$ cat src/rtl/cpu_pkg.sv
// ---------------------------------------------------------------------------
// cpu_pkg
// Shared definitions for the hardwired control sequencer:
//   - 5-bit instruction opcodes (IR[31:27])
//   - control-step state encoding (RST, T0..T7, HALT, WAIT)
//   - the packed control-strobe bundle produced by the step decoder
//   - small opcode-classification helpers
// ---------------------------------------------------------------------------
package cpu_pkg;

    localparam int STEP_W = 4;

    localparam logic [4:0] OP_LD   = 5'b00000;
    localparam logic [4:0] OP_LDI  = 5'b00001;
    localparam logic [4:0] OP_ST   = 5'b00010;
    localparam logic [4:0] OP_ADD  = 5'b00011;
    localparam logic [4:0] OP_SUB  = 5'b00100;
    localparam logic [4:0] OP_AND  = 5'b00101;
    localparam logic [4:0] OP_OR   = 5'b00110;
    localparam logic [4:0] OP_SHR  = 5'b00111;
    localparam logic [4:0] OP_SHRA = 5'b01000;
    localparam logic [4:0] OP_SHL  = 5'b01001;
    localparam logic [4:0] OP_ROR  = 5'b01010;
    localparam logic [4:0] OP_ROL  = 5'b01011;
    localparam logic [4:0] OP_ADDI = 5'b01100;
    localparam logic [4:0] OP_ANDI = 5'b01101;
    localparam logic [4:0] OP_ORI  = 5'b01110;
    localparam logic [4:0] OP_MUL  = 5'b01111;
    localparam logic [4:0] OP_DIV  = 5'b10000;
    localparam logic [4:0] OP_NEG  = 5'b10001;
    localparam logic [4:0] OP_NOT  = 5'b10010;
    localparam logic [4:0] OP_MFHI = 5'b11000;
    localparam logic [4:0] OP_MFLO = 5'b11001;
    localparam logic [4:0] OP_NOP  = 5'b11010;
    localparam logic [4:0] OP_HALT = 5'b11011;

    typedef enum logic [STEP_W-1:0] {
        ST_RST  = 4'd0,
        ST_T0   = 4'd1,
        ST_T1   = 4'd2,
        ST_T2   = 4'd3,
        ST_T3   = 4'd4,
        ST_T4   = 4'd5,
        ST_T5   = 4'd6,
        ST_T6   = 4'd7,
        ST_T7   = 4'd8,
        ST_HALT = 4'd9,
        ST_WAIT = 4'd10
    } state_t;

    typedef struct packed {
        logic       pc_out;
        logic       zhigh_out;
        logic       zlow_out;
        logic       mdr_out;
        logic       hi_out;
        logic       lo_out;
        logic       ba_out;
        logic       c_out;
        logic       pc_in;
        logic       mar_in;
        logic       mdr_in;
        logic       ir_in;
        logic       y_in;
        logic       z_in;
        logic       hi_in;
        logic       lo_in;
        logic       gra;
        logic       grb;
        logic       grc;
        logic       r_in;
        logic       r_out;
        logic       inc_pc;
        logic       read;
        logic       write;
        logic [4:0] alu_op;
        logic       run;
    } ctrl_t;

    // Register-register ALU operations: Y <- Rb, Z <- Y op Rc, Ra <- Zlow
    function automatic logic is_rtype(input logic [4:0] op);
        return op inside {OP_ADD, OP_SUB, OP_AND, OP_OR, OP_SHR, OP_SHRA,
                          OP_SHL, OP_ROR, OP_ROL, OP_NEG, OP_NOT};
    endfunction

    function automatic logic is_imm(input logic [4:0] op);
        return op inside {OP_ADDI, OP_ANDI, OP_ORI};
    endfunction

    // Last control step of each instruction; everything unlisted ends at T3
    function automatic state_t last_step(input logic [4:0] op);
        if (op == OP_LD || op == OP_ST)
            return ST_T7;
        else if (op == OP_MUL || op == OP_DIV)
            return ST_T6;
        else if (op == OP_LDI || is_rtype(op) || is_imm(op))
            return ST_T5;
        else
            return ST_T3;
    endfunction

endpackage

$ cat src/rtl/control_sequencer_if.sv
// ---------------------------------------------------------------------------
// control_sequencer_if
// Bundle between the control sequencer and the datapath.
//   IR, Stop, Step        : datapath/operator -> sequencer
//   bus-source strobes    : PCout Zhighout Zlowout MDRout HIout LOout BAout Cout
//   register enables      : PCin MARin MDRin IRin Yin Zin HIin LOin
//   register-file control : Gra Grb Grc Rin Rout
//   misc                  : IncPC Read Write, opcode[4:0], Run
// Modports: master = sequencer side, slave = datapath side.
// ---------------------------------------------------------------------------
interface control_sequencer_if;

    logic [31:0] IR;
    logic        Stop;
    logic        Step;

    logic PCout, Zhighout, Zlowout, MDRout, HIout, LOout, BAout, Cout;
    logic PCin, MARin, MDRin, IRin, Yin, Zin, HIin, LOin;
    logic Gra, Grb, Grc, Rin, Rout;
    logic IncPC, Read, Write;
    logic [4:0] opcode;
    logic Run;

    modport master (
        input  IR, Stop, Step,
        output PCout, Zhighout, Zlowout, MDRout, HIout, LOout, BAout, Cout,
        output PCin, MARin, MDRin, IRin, Yin, Zin, HIin, LOin,
        output Gra, Grb, Grc, Rin, Rout,
        output IncPC, Read, Write, opcode, Run
    );

    modport slave (
        output IR, Stop, Step,
        input  PCout, Zhighout, Zlowout, MDRout, HIout, LOout, BAout, Cout,
        input  PCin, MARin, MDRin, IRin, Yin, Zin, HIin, LOin,
        input  Gra, Grb, Grc, Rin, Rout,
        input  IncPC, Read, Write, opcode, Run
    );

endinterface

$ cat src/rtl/step_decoder.sv
// ---------------------------------------------------------------------------
// step_decoder
// Purely combinational: current control step + instruction opcode -> full
// control-strobe bundle. Steps an instruction never reaches decode to zero.
//   state : current control step
//   op    : IR[31:27]
//   ctrl  : strobes, ALU opcode and Run
// ---------------------------------------------------------------------------
module step_decoder
    import cpu_pkg::*;
(
    input  state_t     state,
    input  logic [4:0] op,
    output ctrl_t      ctrl
);

    logic mem_class;
    logic muldiv;

    assign mem_class = (op == OP_LD) || (op == OP_LDI) || (op == OP_ST);
    assign muldiv    = (op == OP_MUL) || (op == OP_DIV);

    always_comb begin
        ctrl     = '0;
        ctrl.run = (state != ST_RST) && (state != ST_HALT);
        case (state)
            ST_T0: begin
                ctrl.pc_out = 1'b1; ctrl.mar_in = 1'b1;
                ctrl.inc_pc = 1'b1; ctrl.z_in   = 1'b1;
            end
            ST_T1: begin
                ctrl.zlow_out = 1'b1; ctrl.pc_in  = 1'b1;
                ctrl.read     = 1'b1; ctrl.mdr_in = 1'b1;
            end
            ST_T2: begin
                ctrl.mdr_out = 1'b1; ctrl.ir_in = 1'b1;
            end
            ST_T3: begin
                if (is_rtype(op) || is_imm(op)) begin
                    ctrl.grb = 1'b1; ctrl.r_out = 1'b1; ctrl.y_in = 1'b1;
                end else if (mem_class) begin
                    // base register passes through BAout so R0 reads as zero
                    ctrl.grb = 1'b1; ctrl.ba_out = 1'b1; ctrl.y_in = 1'b1;
                end else if (muldiv) begin
                    ctrl.gra = 1'b1; ctrl.r_out = 1'b1; ctrl.y_in = 1'b1;
                end else if (op == OP_MFHI) begin
                    ctrl.hi_out = 1'b1; ctrl.gra = 1'b1; ctrl.r_in = 1'b1;
                end else if (op == OP_MFLO) begin
                    ctrl.lo_out = 1'b1; ctrl.gra = 1'b1; ctrl.r_in = 1'b1;
                end
            end
            ST_T4: begin
                if (is_rtype(op)) begin
                    ctrl.grc = 1'b1; ctrl.r_out = 1'b1; ctrl.z_in = 1'b1;
                    ctrl.alu_op = op;
                end else if (is_imm(op)) begin
                    ctrl.c_out = 1'b1; ctrl.z_in = 1'b1;
                    case (op)
                        OP_ADDI: ctrl.alu_op = OP_ADD;
                        OP_ANDI: ctrl.alu_op = OP_AND;
                        default: ctrl.alu_op = OP_OR;
                    endcase
                end else if (mem_class) begin
                    // effective address = base + sign-extended constant
                    ctrl.c_out = 1'b1; ctrl.z_in = 1'b1; ctrl.alu_op = OP_ADD;
                end else if (muldiv) begin
                    ctrl.grb = 1'b1; ctrl.r_out = 1'b1; ctrl.z_in = 1'b1;
                    ctrl.alu_op = op;
                end
            end
            ST_T5: begin
                if (is_rtype(op) || is_imm(op) || op == OP_LDI) begin
                    ctrl.zlow_out = 1'b1; ctrl.gra = 1'b1; ctrl.r_in = 1'b1;
                end else if (op == OP_LD || op == OP_ST) begin
                    ctrl.zlow_out = 1'b1; ctrl.mar_in = 1'b1;
                end else if (muldiv) begin
                    ctrl.zlow_out = 1'b1; ctrl.lo_in = 1'b1;
                end
            end
            ST_T6: begin
                if (op == OP_LD) begin
                    ctrl.read = 1'b1; ctrl.mdr_in = 1'b1;
                end else if (op == OP_ST) begin
                    ctrl.gra = 1'b1; ctrl.r_out = 1'b1; ctrl.mdr_in = 1'b1;
                end else if (muldiv) begin
                    ctrl.zhigh_out = 1'b1; ctrl.hi_in = 1'b1;
                end
            end
            ST_T7: begin
                if (op == OP_LD) begin
                    ctrl.mdr_out = 1'b1; ctrl.gra = 1'b1; ctrl.r_in = 1'b1;
                end else if (op == OP_ST) begin
                    ctrl.write = 1'b1;
                end
            end
            default: ;
        endcase
    end

endmodule

$ cat src/rtl/control_sequencer.sv
// ---------------------------------------------------------------------------
// control_sequencer
// Hardwired control unit: one control step (T0..T7) per clock for the
// instruction in IR, Moore outputs decoded from the step register and
// IR[31:27].
//   Clock : system clock (rising edge)
//   Reset : asynchronous, active-low; forces RST and zero outputs at once
//   bus   : control_sequencer_if.master (IR/Stop/Step in, strobes out)
// Optional build macro CU_SINGLE_STEP_EN: park in WAIT after every
// instruction and advance only on a rising edge of Step.
// ---------------------------------------------------------------------------
module control_sequencer
    import cpu_pkg::*;
(
    input  logic                 Clock,
    input  logic                 Reset,
    control_sequencer_if.master  bus
);

    state_t     state_reg, state_next;
    logic       stop_pending_reg;
    logic       stop_req;
    logic [4:0] op;
    state_t     final_step;
    ctrl_t      ctrl;

    assign op         = bus.IR[31:27];
    assign final_step = last_step(op);
    // Stop is a request: remember it so a short pulse still halts at the
    // end of the instruction without ever truncating it.
    assign stop_req   = bus.Stop | stop_pending_reg;

`ifdef CU_SINGLE_STEP_EN
    logic step_reg;
    logic step_rise;

    assign step_rise = bus.Step & ~step_reg;

    always_ff @(posedge Clock or negedge Reset) begin
        if (!Reset) step_reg <= 1'b0;
        else        step_reg <= bus.Step;
    end
`else
    logic unused_step;
    assign unused_step = bus.Step;
`endif

    logic unused_ir_fields;
    assign unused_ir_fields = ^bus.IR[26:0];

    always_ff @(posedge Clock or negedge Reset) begin
        if (!Reset) begin
            state_reg        <= ST_RST;
            stop_pending_reg <= 1'b0;
        end else begin
            state_reg        <= state_next;
            stop_pending_reg <= stop_pending_reg | bus.Stop;
        end
    end

    always_comb begin
        state_next = state_reg;
        case (state_reg)
            ST_RST:  state_next = ST_T0;
            ST_HALT: state_next = ST_HALT;
            ST_WAIT: begin
`ifdef CU_SINGLE_STEP_EN
                if (stop_req)       state_next = ST_HALT;
                else if (step_rise) state_next = ST_T0;
`else
                state_next = ST_T0;
`endif
            end
            ST_T0, ST_T1, ST_T2, ST_T3, ST_T4, ST_T5, ST_T6, ST_T7: begin
                if (state_reg == final_step) begin
                    if (op == OP_HALT || stop_req)
                        state_next = ST_HALT;
                    else
`ifdef CU_SINGLE_STEP_EN
                        state_next = ST_WAIT;
`else
                        state_next = ST_T0;
`endif
                end else begin
                    state_next = state_t'(state_reg + 1'b1);
                end
            end
            default: state_next = ST_RST;
        endcase
    end

    step_decoder u_step_decoder (
        .state (state_reg),
        .op    (op),
        .ctrl  (ctrl)
    );

    assign bus.PCout    = ctrl.pc_out;
    assign bus.Zhighout = ctrl.zhigh_out;
    assign bus.Zlowout  = ctrl.zlow_out;
    assign bus.MDRout   = ctrl.mdr_out;
    assign bus.HIout    = ctrl.hi_out;
    assign bus.LOout    = ctrl.lo_out;
    assign bus.BAout    = ctrl.ba_out;
    assign bus.Cout     = ctrl.c_out;
    assign bus.PCin     = ctrl.pc_in;
    assign bus.MARin    = ctrl.mar_in;
    assign bus.MDRin    = ctrl.mdr_in;
    assign bus.IRin     = ctrl.ir_in;
    assign bus.Yin      = ctrl.y_in;
    assign bus.Zin      = ctrl.z_in;
    assign bus.HIin     = ctrl.hi_in;
    assign bus.LOin     = ctrl.lo_in;
    assign bus.Gra      = ctrl.gra;
    assign bus.Grb      = ctrl.grb;
    assign bus.Grc      = ctrl.grc;
    assign bus.Rin      = ctrl.r_in;
    assign bus.Rout     = ctrl.r_out;
    assign bus.IncPC    = ctrl.inc_pc;
    assign bus.Read     = ctrl.read;
    assign bus.Write    = ctrl.write;
    assign bus.opcode   = ctrl.alu_op;
    assign bus.Run      = ctrl.run;

endmodule

$ cat src/flat_wrapper.sv
// flat-port wrapper written by rule: the top's interface ports become plain ports
module control_sequencer_flat import cpu_pkg::*;
  (Clock, Reset, bus_IR, bus_Stop, bus_Step, bus_PCout, bus_Zhighout, bus_Zlowout, bus_MDRout, bus_HIout, bus_LOout, bus_BAout, bus_Cout, bus_PCin, bus_MARin, bus_MDRin, bus_IRin, bus_Yin, bus_Zin, bus_HIin, bus_LOin, bus_Gra, bus_Grb, bus_Grc, bus_Rin, bus_Rout, bus_IncPC, bus_Read, bus_Write, bus_opcode, bus_Run);
  control_sequencer_if bus_i ();
  input  logic Clock;
  input  logic Reset;
  input wire logic [$bits(bus_i.IR)-1:0] bus_IR;
  input wire logic [$bits(bus_i.Stop)-1:0] bus_Stop;
  input wire logic [$bits(bus_i.Step)-1:0] bus_Step;
  output wire logic [$bits(bus_i.PCout)-1:0] bus_PCout;
  output wire logic [$bits(bus_i.Zhighout)-1:0] bus_Zhighout;
  output wire logic [$bits(bus_i.Zlowout)-1:0] bus_Zlowout;
  output wire logic [$bits(bus_i.MDRout)-1:0] bus_MDRout;
  output wire logic [$bits(bus_i.HIout)-1:0] bus_HIout;
  output wire logic [$bits(bus_i.LOout)-1:0] bus_LOout;
  output wire logic [$bits(bus_i.BAout)-1:0] bus_BAout;
  output wire logic [$bits(bus_i.Cout)-1:0] bus_Cout;
  output wire logic [$bits(bus_i.PCin)-1:0] bus_PCin;
  output wire logic [$bits(bus_i.MARin)-1:0] bus_MARin;
  output wire logic [$bits(bus_i.MDRin)-1:0] bus_MDRin;
  output wire logic [$bits(bus_i.IRin)-1:0] bus_IRin;
  output wire logic [$bits(bus_i.Yin)-1:0] bus_Yin;
  output wire logic [$bits(bus_i.Zin)-1:0] bus_Zin;
  output wire logic [$bits(bus_i.HIin)-1:0] bus_HIin;
  output wire logic [$bits(bus_i.LOin)-1:0] bus_LOin;
  output wire logic [$bits(bus_i.Gra)-1:0] bus_Gra;
  output wire logic [$bits(bus_i.Grb)-1:0] bus_Grb;
  output wire logic [$bits(bus_i.Grc)-1:0] bus_Grc;
  output wire logic [$bits(bus_i.Rin)-1:0] bus_Rin;
  output wire logic [$bits(bus_i.Rout)-1:0] bus_Rout;
  output wire logic [$bits(bus_i.IncPC)-1:0] bus_IncPC;
  output wire logic [$bits(bus_i.Read)-1:0] bus_Read;
  output wire logic [$bits(bus_i.Write)-1:0] bus_Write;
  output wire logic [$bits(bus_i.opcode)-1:0] bus_opcode;
  output wire logic [$bits(bus_i.Run)-1:0] bus_Run;
  assign bus_i.IR = bus_IR;
  assign bus_i.Stop = bus_Stop;
  assign bus_i.Step = bus_Step;
  assign bus_PCout = bus_i.PCout;
  assign bus_Zhighout = bus_i.Zhighout;
  assign bus_Zlowout = bus_i.Zlowout;
  assign bus_MDRout = bus_i.MDRout;
  assign bus_HIout = bus_i.HIout;
  assign bus_LOout = bus_i.LOout;
  assign bus_BAout = bus_i.BAout;
  assign bus_Cout = bus_i.Cout;
  assign bus_PCin = bus_i.PCin;
  assign bus_MARin = bus_i.MARin;
  assign bus_MDRin = bus_i.MDRin;
  assign bus_IRin = bus_i.IRin;
  assign bus_Yin = bus_i.Yin;
  assign bus_Zin = bus_i.Zin;
  assign bus_HIin = bus_i.HIin;
  assign bus_LOin = bus_i.LOin;
  assign bus_Gra = bus_i.Gra;
  assign bus_Grb = bus_i.Grb;
  assign bus_Grc = bus_i.Grc;
  assign bus_Rin = bus_i.Rin;
  assign bus_Rout = bus_i.Rout;
  assign bus_IncPC = bus_i.IncPC;
  assign bus_Read = bus_i.Read;
  assign bus_Write = bus_i.Write;
  assign bus_opcode = bus_i.opcode;
  assign bus_Run = bus_i.Run;
  control_sequencer u_core (.Clock(Clock), .Reset(Reset), .bus(bus_i));
endmodule
$ cat config.mk
export PLATFORM = sky130hd
export DESIGN_NAME = control_sequencer_flat
export DESIGN_NICKNAME = d
export VERILOG_FILES = /design/src/rtl/cpu_pkg.sv /design/src/rtl/control_sequencer_if.sv /design/src/rtl/step_decoder.sv /design/src/rtl/control_sequencer.sv /design/src/flat_wrapper.sv
export SDC_FILE = /design/constraint.sdc
export NUM_CORES = 1
export LEC_CHECK = 0
export ABC_AREA = 1
export ABC_CLOCK_PERIOD_IN_PS = 3200
export CAP_MARGIN = 10
export CORE_ASPECT_RATIO = 1.25
export CORE_MARGIN = 2
export CORE_UTILIZATION = 38
export CTS_CLUSTER_SIZE = 8
export DETAILED_ROUTE_END_ITERATION = 8
export PLACE_DENSITY = 0.95
export SLEW_MARGIN = 40
export SYNTH_ARGS = -nofsm -noshare
export SYNTH_HDL_FRONTEND = slang
export SYNTH_SLANG_ARGS = --single-unit
$ cat constraint.sdc
create_clock -name Clock -period 3.2 [get_ports Clock]
set_clock_uncertainty 0.1 [all_clocks]
set_input_delay 0.48 -clock Clock [delete_from_list [all_inputs] [get_ports Clock]]
set_output_delay 0.48 -clock Clock [all_outputs]
set_load 0.02 [all_outputs]
* Word-level counts from Yosys, hierarchy flattened
Cells that the tools add are included.
** Cells by class
- Add/subtract/negate cells :: 1
- Multipliers :: 0
- Divide/modulo/power cells :: 0
- Magnitude comparators :: 0
- Equal/unequal tests :: 33
- Shifts and indexed selects :: 0
- Mux-type cells :: 73
- Bitwise operators :: 1
- Reductions and logical operators :: 17
** Operator list (number)
- $mux 1 :: 46
- $eq 5x4->1 const B :: 8
- $eq 5x5->1 const B :: 6
- $mux 5 :: 5
- $eq 5x3->1 const B :: 4
- $eq 4x3->1 const B :: 4
- $mux 4 :: 4
- $pmux 1 s2 :: 7
- $eq 4x4->1 const B :: 3
- $pmux 4 s3 :: 1
- $reduce_bool 11->1 :: 1
- $eq 5x2->1 const B :: 2
- $logic_or 1x1->1 :: 9
- $eq 4x2->1 const B :: 2
- $mux 2 :: 4
- $reduce_or 8->1 :: 1
- $mux 3 :: 2
- $pmux 1 s3 :: 2
- $pmux 3 s2 :: 1
- $eq 5x1->1 const B :: 1
- $logic_not 5->1 :: 1
- $add 4x1->4 const B :: 1
- $eq 4x1->1 const B :: 1
- $eq 4x4->1 :: 1
- other kinds (8) :: 8
** Storage, ports and cells
- Flip-flop bits (word level) :: 5
- Bits in latches :: 0
- Bits in writable memories :: 0
- Bits in read-only memories :: 0
- Input bits :: 36
- Output and inout port bits :: 30
- Word-level logic and storage cells :: 127
- Memories kept :: 0

* Logic depth before layout (Yosys ltp)
Gate-level depths: netlist of run 1.
- Depth in word-level cells :: 10
- Depth in mapped cells :: 12
- Mapped depth without buffers :: 11

* Hierarchy
From an unflattened synthesis of run 1, not the netlist that was laid out.
** Unflattened totals
- Cell total of the unflattened synthesis :: 181
- Area, all modules :: 1072.3 µm²
** By module, submodules not included
- step_decoder :: times used 1, cells an instance 117, area each 606.8 µm², sequential area each 0.0 µm²
- control_sequencer :: times used 1, cells an instance 64, area each 465.4 µm², sequential area each 125.1 µm²

* Worst setup path before layout of run 1
No wires, ideal clock.
- Path type :: reg2out
- From :: reg u_core.state_reg[1]
- To :: out bus_opcode[0]
- Arrival time :: 1.884 ns
- Data required time :: 2.620 ns
- Slack :: 0.736 ns
- Stages on the path, launching flop included :: 9
- Path buffers :: 0
- Cell sequence :: dfrtp_1 inv_1 ha_1 inv_1 nor2_2 inv_1 nor2_2 inv_1 o21ai_0
** On the way
- Longest elaborated chain between the ends :: 2
** RTL lines
- from (decl) :: line control_sequencer.sv:20 : state_t state_reg, state_next;
- from (signal assigned) :: line control_sequencer.sv:56 : state_reg <= state_next;
- $eq 4x3->1 :: line step_decoder.sv:26 : case (state)
- $mux 5 :: line step_decoder.sv:26
- to (decl) :: line flat_wrapper.sv:34 : output wire logic [$bits(bus_i.opcode)-1:0] bus_opcode;
No other way between the ends.

* Worst setup path after layout of run 1
- From :: in bus_IR[30]
- To :: out bus_opcode[0]
** On the way
- Longest elaborated chain between the ends :: 7
- Elaborated cells on any way between the ends :: 30
- Classes of those cells :: 18 x eq/ne; 6 x mux; 6 x reduce/logical
** RTL lines
- from (decl) :: line flat_wrapper.sv:7 : input wire logic [$bits(bus_i.IR)-1:0] bus_IR;
- $eq 5x4->1 (tied with other cells) :: line step_decoder.sv:21 : assign muldiv = (op == OP_MUL) || (op == OP_DIV);
- $logic_or 1x1->1, on equally long branches :: line step_decoder.sv:21, step_decoder.sv:20
- $mux 5 / $logic_or 1x1->1 (equally long branches) :: line step_decoder.sv:66, step_decoder.sv:20
- $mux 5 :: line step_decoder.sv:63 : end else if (mem_class) begin
- $mux 5 :: line step_decoder.sv:56 : end else if (is_imm(op)) begin
- $mux 5 (*) :: line step_decoder.sv:53 : if (is_rtype(op)) begin
- $mux 5 (*) :: line step_decoder.sv:26
Every way passes the cells marked *; elsewhere a longest branch is shown, timed or not.

==> results of run 1 <==
==> kinds of logic (layout without fill, tap and decap cells) <==
| logic type | Yosys count | after routing | share of synthesized area [%] |
|---|---|---|---|
| compound gates | 23 | 23 | 12.6 |
| xor+xnor | 2 | 2 | 1.84 |
| fa+ha+maj | 4 | 4 | 5.24 |
| buf+inv | 34 | 76 | 15.2 |
| flops | 5 | 5 | 13.1 |
| simple gates | 89 | 89 | 52.0 |
==> worst max-delay path: cells and delay by family <==
| kind | cells | cell delay (ns) |
|---|---|---|
| simple gates | 6 | 0.65 |
| compound gates | 1 | 0.08 |
| buf+inv | 3 | 1.28 |
==> how the worst max path moves through the flow <==
stage / startpoint / slack, ns / end / depth (start not counted)
after floorplan: u_core.state_reg[1] / 0.74 / bus_opcode[0] / 8
after global placement: bus_IR[31] / 0.07 / bus_Rin / 10
after detailed placement: bus_IR[31] / 0.03 / bus_Rin / 10
after CTS: bus_IR[31] / 0.01 / bus_Rin / 10
after global routing: u_core.state_reg[1] / 0.003 / bus_opcode[0] / 9
final: bus_IR[30] / 0.12 / bus_opcode[0] / 10
==> per-stage QoR <==
step | total power [uW] | cell area (um^2) | cells
finish | 925 | 1410 | 232
global route | 1000 | 1410 | 232
CTS | 930 | 1400 | 232
detailed placement | 854 | 1370 | 228
global placement | 842 | 1370 | 228
floorplan | 596 | 955 | 157
==> final cells by class <==
class | instances | area [um^2]
Timing Repair Buffer | 41 | 410
Sequential cell | 5 | 125
Tap cell | 33 | 41.3
Multi-Input combinational cell | 118 | 684
Clock buffer | 4 | 26.3
Fill cell | 247 | 996
Inverter | 31 | 119
==> metal layers <==
layer | global-route usage, % | vias to the layer above
li1 | - | 590
met1 | 20.3 | 515
met2 | 34.8 | 43
met3 | 0.500 | 4
met4 | 6.94 | 0
met5 | 0 | -
==> power by group through the flow <==
stage | clock, uW | combinational (uW) | sequential (uW)
finish | 71.1 | 733 | 121
global route | 76.2 | 804 | 123
CTS | 75.4 | 735 | 120
detailed placement | 0 | 733 | 120
global placement | 0 | 723 | 119
floorplan | 0 | 482 | 113
==> cells in the mapped netlist, drive strengths merged <==
cell and instances:
nor3 3, buf 3, nand2 35, or2 1
nand4 4, dfrtp 5, nor4 3, inv 31
o21ai 17, xor2 1, ha 4, xnor2 1
nand3 15, nor2 28, a31oi 1, a21oi 5
==> layout by cell type (no fill, tap or decap), types with 3 or more instances in the layout <==
cell type        count
nand2_2              9
nand4_1              3
nand3_2              4
clkdlybuf4s50_1     33
ha_1                 4
nand3_1             11
o21ai_0             15
nor2_4               3
a21oi_1              4
dfrtp_1              5
buf_4                4
nor2_2               6
inv_2                6
dlymetal6s2s_1       4
nand2_4              3
clkbuf_4             3
nand2_1             23
nor2_1              19
inv_1               24
==> timing repair <==
item,CTS,global route
buffers inserted,0,0
setup endpoints to repair,0,6
gates resized for setup,0,4
hold endpoints to repair,0,0
==> reports/metrics.yaml, run 1 <==
status: "finished, final reports clean"
p_seq_share_pct: 13.1
worst_r2r_endpoint: "u_core.state_reg[0]"
cp_cell_sequence: "clkdlybuf4s50_1 -> nand2_2 -> nor2_4 -> nand2_1 -> nand2_1 -> inv_1 -> nand2_1 -> nand3_1 -> o21ai_0 -> clkdlybuf4s50_1"
grt_pass1_wl_mm: 4.14
syn_to_final_growth_pct: 47.3
final_util_pct: 58.5
topRoutingLayerUsed: "met4"
drc_errors: 0
r2r_cells: 8
drtAntennaViolNets: 0
clock_path_buffers: 2
worstSetupPathType: "input pin to primary output"
crit_path_start_kind: "input pin"
ys_types: 29
fp.dieW_um: 48.8
die_area_um2: 2930
start_util_pct: 39.7
report.final.slew_viol_count: 0
pwr-share-comb_pct: 79.3
min_from: "u_core.stop_pending_reg"
grt_max_degree: 8
syn_avg_cell_area_um2: 6.08
worst_slack_ns: 0.121
core_um2: 2400
ys_ff_latch: 5
max_slew_margin_pct: 76.7
fmax_ghz: 0.325
viasPerCell: 4.97
synth_top_area_share_pct: 13.1
drive_gt1_share_pct: 22.1
syn-num-nets: 197
reg2reg_from: "u_core.state_reg[1]"
clkTransAtPathRegs_ns: 0.04
required_ns: 2.62
grt_pass1_vias: 1042
end_kind: "primary output"
cts_hold_buffers: 0
htreeDepth: 1
final-setup-viol-count: 0
p_clk_share_pct: 7.7
worstHoldPathCells: 1
cpPeakStageDelay_ns: 0.62
hpwl_mm: 2.23
die_h_um: 60.0
powerDensity_nw_per_um2: 657
grt_usage_pct: 17.7
power_leakage_uw: 0.000686
tightest_slew_ns: 0.347
portBuffers: 37
period_share_pct: 96.2
place_ws_ns: 0.0273
wl_met2_mm: 1.37
insertion_delay_ns: 0.24
hp-class: "flop to flop"
gp_congestion: 0.868
met3_length_um: 107
diodes: 0
nets: 240
first_pass_iters: 4
max_cap_viol_count: 0
cts_root_buf: "clkbuf_4"
final.min_clock_period_ns: 3.08
io_pins: 66
cp.arrival_ns: 2.50
rows: 20
cts_tree: "built"
internal-power_uw: 432
antenna_found_initial: 0
largest_register_ffs: 4
ys_warn_count: 0
hold_violations: 0
cts_buffers: 3
synth_area_leaders: "dfrtp_1 (13%), inv_1 (9.4%), nand2_1 (9.0%)"
cpMostUsedCell: "nand2_1"
synth_top_cell_by_area: "dfrtp_1"
wl_per_cell_um: 11.1
path_max_fanout: 5
switchingPower_uw: 492
clkSinkCount: 5
ir_drop_uv: 629
ys_seq_area_share_pct: 13.1
synth_cells: 157
first_iter_violations: 30
vias: 1152
swShare_pct: 53.3
rsz0062_at_grt: "no"
setup_tns_ns: 0
critPathSlowestCell: "clkdlybuf4s50_1"
drt-total-wl_mm: 2.58
regToRegSetupSlack_ns: 1.27
holdPathEnd: "u_core.stop_pending_reg"
overflow: 0
syn_area_um2: 955
holdWs_ns: 0.352
met1Wirelength_mm: 1.06
Power figures use the tool's default switching activity.
==> run 2: changes to the inputs <==
Settings changed: MAX_ROUTING_LAYER set to met4, REMOVE_ABC_BUFFERS set to 1.
==> run 2 against run 1 <==
Net effect: power increased by 2.4%; register-to-register slack got worse by 0.06 ns; clock power decreased by 3%; first-iteration DRC count decreased by 23%; critical path depth unchanged; clock-buffer cell count unchanged; non-clock buffer count increased by 4; global-route usage increased by 2.6 points; final cell count increased by 1.7%; maximum frequency decreased by 0.49%; die area unchanged; critical endpoint is now bus_Zlowout; largest cell class unchanged; largest power group unchanged.
==> reports/metrics.yaml, run 2 (synthesis gave the netlist of run 1 again) <==
report.final.slew_viol_count: 0
tightest_slew_ns: 0.376
hold_violations: 0
path_max_fanout: 5
final.min_clock_period_ns: 3.09
final_common_cell: "clkdlybuf4s50_1"
setup_tns_ns: 0
first_iter_violations: 23
place_ws_ns: 0.0276
max_slew_margin_pct: 74.9
cts_tree: "built"
drtAntennaViolNets: 0
wl_per_cell_um: 11.9
regToRegSetupSlack_ns: 1.21
crit_path_start_kind: "input pin"
p_seq_share_pct: 12.6
fin_cells: 236
switchingPower_uw: 509
antenna_found_initial: 0
clkTransAtPathRegs_ns: 0.04
viasPerCell: 4.98
cts_buffers: 3
ir_drop_uv: 585
worst_slack_ns: 0.105
grt_usage_pct: 20.3
vias: 1175
end_kind: "primary output"
pwr-share-comb_pct: 80.1
post_cts_buffers: 0
grt_max_degree: 8
drive_gt1_share_pct: 23.6
htreeDepth: 1
fin_area_um2: 1440
gp_congestion: 0.954
fp.dieW_um: 48.8
swShare_pct: 53.8
drt-total-wl_mm: 2.82
clkSinkCount: 5
grt_pass1_vias: 1094
drc_errors: 0
status: "finished, final reports clean"
hp-class: "input pin to asynchronous set/reset pin"
period_share_pct: 96.7
cts_hold_buffers: 0
syn_to_final_growth_pct: 50.7
die_area_um2: 2930
fmax_ghz: 0.323
cts_root_buf: "clkbuf_4"
powerDensity_nw_per_um2: 658
grt_pass1_wl_mm: 4.47
max_cap_viol_count: 0
final_cell_mix: "clkdlybuf4s50_1 (34), inv_1 (24), nand2_1 (23)"
required_ns: 2.62
fillCellCount: 231
io_pins: 66
cts_resized: 0
final-setup-viol-count: 0
start_util_pct: 39.7
clock_path_buffers: 2
internal-power_uw: 438
cp.arrival_ns: 2.51
placed_area_um2: 1400
largest_register_ffs: 4
portBuffers: 37
power_leakage_uw: 0.000678
die_h_um: 60.0
nets: 244
core_um2: 2400
overflow: 0
first_pass_iters: 4
insertion_delay_ns: 0.23
hpwl_mm: 2.43
dp.cells: 232
rows: 20
worstSetupPathType: "input pin to primary output"
p_clk_share_pct: 7.3
diodes: 0
==> run 2: cell type report <==
class	count	area (um^2)	share of cell area, %
inverter	31	119	8.26
sequential	5	125	8.70
timing repair buffer	45	438	30.4
multi-input combinational	118	689	47.9
tap	33	41.3	2.87
clock buffer	4	26.3	1.83
==> run 2: stage by stage <==
stage               util (%)  power, uW  hold slack (ns)
floorplan                  -        579           0.0844
global placement        58.3        845            0.348
detailed placement      58.3        863            0.363
CTS                     59.4        940            0.358
global route            59.9       1020            0.368
finish                  59.9        947            0.362
==> run 2: worst paths after layout <==
kind | cells after the start | endpoint | startpoint
max | 10 | bus_Zlowout | bus_IR[27]
min | 1 | u_core.state_reg[3] | Reset
max reg2reg | 10 | u_core.state_reg[0] | u_core.state_reg[1]
min reg2reg | 1 | u_core.stop_pending_reg | u_core.stop_pending_reg
max in group asynchronous | 1 | u_core.state_reg[2] | Reset
min in group Clock | 1 | u_core.stop_pending_reg | u_core.stop_pending_reg
==> run 2: critical path, cell delays in order <==
cell and delay (ns):
clkdlybuf4s50_1 0.60, inv_2 0.10, nand2_2 0.10, nand3_2 0.06, nand2_2 0.10, nand2_4 0.07
inv_1 0.09, nor3_1 0.07, o21ai_0 0.17, clkdlybuf4s50_1 0.65
==> run 2: power groups by stage <==
stage / Sequential [uW] / Combinational (uW) / Clock, uW
final: 120 / 758 / 69.2
after global routing: 123 / 816 / 77.4
after CTS: 119 / 746 / 74.2
after detailed placement: 120 / 743 / 0
after global placement: 119 / 726 / 0
after floorplan: 113 / 466 / 0
==> run 2: routing by layer <==
layer,GRT usage (%),wire (um)
met1,20.0,1120
met2,38.9,1570
met3,1.75,69
met4,12.7,54
met5,-,0
